### src/rtl/tc_pkg.sv
// Shared thermocouple-chain definitions: temperature word width, display digit
// count and the BCD converter's state encoding.
package tc_pkg;

  localparam int TC_TEMP_W     = 20;
  localparam int TC_BCD_DIGITS = 7;

  // One-hot so that any corrupted state lands in the default branch.
  typedef enum logic [1:0] {
    ST_IDLE  = 2'b01,
    ST_SHIFT = 2'b10
  } bcd_state_t;

  function automatic longint unsigned pow10(input int n);
    longint unsigned r;
    r = 64'd1;
    for (int i = 0; i < n; i++) r = r * 64'd10;
    return r;
  endfunction

endpackage

### src/rtl/tc_bcd_digit_adj.sv
// Double-dabble digit correction: a BCD digit of 5 or more gets +3 so that the
// following left shift carries into the next digit.
module tc_bcd_digit_adj (
  input  logic [3:0] digit,
  output logic [3:0] adj
);

  assign adj = (digit >= 4'd5) ? digit + 4'd3 : digit;

endmodule

### src/rtl/tc_bcd_conv.sv
// Sequential binary-to-BCD converter for the temperature word; shifts one input
// bit per clock and publishes the full digit set only when the conversion ends.
module tc_bcd_conv
  import tc_pkg::*;
#(
  parameter int WIDTH  = TC_TEMP_W,
  parameter int DIGITS = TC_BCD_DIGITS
) (
  input  logic                  i_clk,
  input  logic                  i_rst,
  input  logic                  i_start,
  input  logic [WIDTH-1:0]      i_bin,
  output logic [4*DIGITS-1:0]   o_bcd,
  output logic                  o_done,
  output logic                  o_busy
);

  localparam int BCD_W = 4 * DIGITS;
  localparam int CNT_W = $clog2(WIDTH + 1);

  if (pow10(DIGITS) <= ((64'd1 << WIDTH) - 64'd1)) begin : g_digits_too_few
    $fatal(1, "tc_bcd_conv: DIGITS too small to hold 2^WIDTH-1");
  end

  bcd_state_t          state;
  logic [WIDTH-1:0]    bin_reg;
  logic [BCD_W-1:0]    scratch;
  logic [BCD_W-1:0]    adj;
  logic [BCD_W-1:0]    shifted_bcd;
  logic [CNT_W-1:0]    cnt;
  logic [BCD_W-1:0]    bcd;
  logic                done;
  logic                busy;
  logic                unused_adj_msb;

  for (genvar d = 0; d < DIGITS; d++) begin : g_adj
    tc_bcd_digit_adj u_adj (
      .digit (scratch[4*d +: 4]),
      .adj   (adj[4*d +: 4])
    );
  end

  // The top scratch bit after adjustment is always shifted out as zero given
  // the DIGITS/WIDTH relationship, so it is dropped here.
  assign shifted_bcd    = {adj[BCD_W-2:0], bin_reg[WIDTH-1]};
  assign unused_adj_msb = adj[BCD_W-1];

  always_ff @(posedge i_clk) begin
    if (i_rst) begin
      state   <= ST_IDLE;
      bin_reg <= '0;
      scratch <= '0;
      cnt     <= '0;
      bcd     <= '0;
      done    <= 1'b0;
      busy    <= 1'b0;
    end else begin
      done <= 1'b0;
      case (state)
        ST_IDLE: begin
          if (i_start) begin
            bin_reg <= i_bin;
            scratch <= '0;
            cnt     <= CNT_W'(WIDTH);
            busy    <= 1'b1;
            state   <= ST_SHIFT;
          end
        end
        ST_SHIFT: begin
          scratch <= shifted_bcd;
          bin_reg <= {bin_reg[WIDTH-2:0], 1'b0};
          cnt     <= cnt - CNT_W'(1);
          if (cnt == CNT_W'(1)) begin
            bcd   <= shifted_bcd;
            done  <= 1'b1;
            busy  <= 1'b0;
            state <= ST_IDLE;
          end
        end
        default: begin
          busy  <= 1'b0;
          state <= ST_IDLE;
        end
      endcase
    end
  end

  assign o_bcd  = bcd;
  assign o_done = done;
  assign o_busy = busy;

endmodule

### config.mk
export PLATFORM = sky130hd
export DESIGN_NAME = tc_bcd_conv
export DESIGN_NICKNAME = d
export VERILOG_FILES = /design/src/rtl/tc_pkg.sv /design/src/rtl/tc_bcd_digit_adj.sv /design/src/rtl/tc_bcd_conv.sv
export SDC_FILE = /design/constraint.sdc
export NUM_CORES = 1
export LEC_CHECK = 0
export BUFFER_PORTS_ARGS = -buffer_cell sky130_fd_sc_hd__buf_4
export CAP_MARGIN = 25
export CORE_AREA = 3 3 88 90
export DETAILED_ROUTE_END_ITERATION = 10
export DIE_AREA = 0 0 91 93
export PLACE_DENSITY = 0.79
export SYNTH_ARGS = -nofsm -noshare
export SYNTH_HDL_FRONTEND = slang
export SYNTH_SLANG_ARGS = --single-unit
### constraint.sdc
create_clock -name i_clk -period 2 [get_ports i_clk]
set_clock_uncertainty 0.2 [all_clocks]
set_input_delay 0.1 -clock i_clk [delete_from_list [all_inputs] [get_ports i_clk]]
set_output_delay 0.1 -clock i_clk [all_outputs]
set_load 0.005 [all_outputs]
==> metrics.txt <==
status complete, no violations; GPL Wtd Cong 0.823; final instance area 4880 um^2; Initial Util 0.554; fin crit period 1850 ps; DRC Markers 0; Via density ~5.5; setup violators final 0; Post-DP Area 4420 um^2; die area between 8000 and 9000 um^2; core area approximately 7100 um^2; Inserted Diodes 0; YS warnings 0; IO Pins 53; highest cell delay on the worst timing path approximately 400 ps; Crit. End Element register; aggregate global-route resource usage 0.210; chip height 93 um; Mapped Area 3950 um^2; Max Slew Vio Count 0; post-synthesis net count 469; WP data required 2080 ps; Max-cap violations 0; Leakage 1.85 nW; synthesis-to-finish area growth 23.3%; Reg clk slew, reported paths 80 ps; Final Power between 0.003 and 0.004 W; final hold violation count 0; dpl hpwl 5.62 mm; slew at the pin with the worst max-slew slack 571 ps; Syn Area/Cell 9.19 um^2; Die W 91 um; nets 540; CTS tree built; Syn Inst Count 430; hold slack 273 ps; fillcell total 576; cell taking the most area after synthesis dfxtp_1; register area share after synthesis 0.425; Clock Path Buffers 2; total congestion overflow 0; drt first-iter violations roughly 220; antenna violations before repair 0; top cells by area, synth dfxtp_1, ha_1, nand2_1, a21oi_1, a211oi_2; Worst-Skew Late Latency around 340 ps; crit path cell chain inv_1 > ha_1 > nand2b_1 > a21oi_1 > mux2_2 > o2bb2ai_1; Sink Count 84; first-pass GRT wire length 14.5 mm; most frequent cell after synthesis dfxtp_1; WS Path Type register to register; Final Routed Wirelength 8.94 mm; Pwr Density ~680 nW/um^2; H-tree levels 3; Root Driver clkbuf_8; synth unique cells 38; Hold Crit Class register to register; Pre-antenna DRT Iters 4; standard-cell row count 31; Most used DFF post-synth dfxtp_1; vias in the first global route 3219; f_max 541 MHz; peak supply drop 0.577 mV; Post-CTS Setup Repair Bufs 0; Port-buffer cells between 50 and 60; crit path DAT 1930 ps; Async S/R FF share, synth 0; Rel. slew slack 0.618; highest fanout seen on the critical path 3; DR WL/cell 14.8 um; Synth top cells by count dfxtp_1, nand2_1, nor2_1; top-area cell type share of the netlist area 0.425; Period Utilization, post-route 0.924; Routed Antenna Nets 0; Setup TNS 0 ps; share of cells above drive strength 1 0.237; Post-synth EDFFs 0; slowest stage cell, crit path dfxtp_1; flops & latches, synth 84; startpoint types register; total CTS buffers 9; total number of vias between 3k and 4k; largest net degree at the start of global routing 50
[cell usage in the layout, fill, tap and decap left out, types with 7 or more instances in the layout]
| cell type | n |
|---|---|
| xnor2_1 | 7 |
| nor2_1 | 43 |
| a21oi_1 | 33 |
| nor3b_1 | 21 |
| dfxtp_1 | 84 |
| ha_1 | 16 |
| buf_4 | 64 |
| clkbuf_8 | 12 |
| nand2_1 | 50 |
| nand3_1 | 7 |
| a211oi_2 | 13 |
| inv_1 | 18 |
| nand2b_1 | 9 |
| nor3_1 | 7 |
| o21ai_0 | 15 |
| a22o_1 | 7 |
| a311oi_1 | 9 |
| dlygate4sd3_1 | 22 |
| a311oi_2 | 10 |
| o2bb2ai_1 | 13 |
| o22ai_1 | 8 |
[metrics by stage]
step / cells / utilization / setup WS (ps)
after floorplan: 430 / - / 342
after global placement: 566 / 0.619 / 237
after detailed placement: 566 / 0.619 / 155
after CTS: 604 / 0.680 / 146
after global routing: 605 / 0.683 / -3.06
final: 605 / 0.683 / 151
[where the power goes]
group          internal [W]  leakage [nW]  total, W  switching (W)
clock              0.000681         0.110   0.00126       0.000583
combinational      0.000146          1.05  0.000311       0.000165
sequential          0.00172         0.682   0.00176      0.0000343
total               0.00255          1.85   0.00333       0.000782
[final timing paths]
path	startpoint	endpoint	slack, ps	cells after the start
hold / removal	o_bcd[1]	o_bcd[1]	270	2
setup / recovery	scratch[21]	scratch[22]	150	6
hold reg to reg	o_bcd[1]	o_bcd[1]	270	2
setup reg to reg	scratch[21]	scratch[22]	150	6
[layout make-up]
class	instances	area [um^2]	share of cell area
clock buffer	13	169	0.0346
inverter	19	71.3	0.0146
tap	99	124	0.0254
sequential	84	1680	0.345
multi-input combinational	298	2020	0.414
timing repair buffer	89	766	0.157
clock inverter	3	43.8	0.00898
[critical path: cells and delay by family, from the launching register on]
kind                       cells  cell delay (ps)
DFF                            1              400
AOI/OAI and AO/OA              2              390
muxes                          1              380
adders and majority gates      1              170
and+or+nand+nor                1              150
buffers and inverters          1               90
[per-layer routing]
metal	routed length (um)	vias up	track usage
met1	3940	1606	0.250
met2	4590	56	0.378
met3	343	9	0.0579
met5	0	-	0
met4	68	0	0.0440
li1	-	1668	-
[kinds of logic after synthesis]
kind of cell,Yosys count,share of synthesized area
compound gates,121,0.245
xor+xnor,7,0.0155
fa+ha+maj,16,0.0506
buf+inv,48,0.0646
flops,84,0.425
mux,8,0.0212
simple gates,146,0.178
[what timing repair did]
action / in CTS / in global routing
gates resized for setup: 0 / 0
hold buffers: 22 / 0
endpoints found under the hold margin: 32 / 0
endpoints found under the setup margin: 0 / 2
(Power assumes the default switching activity.)
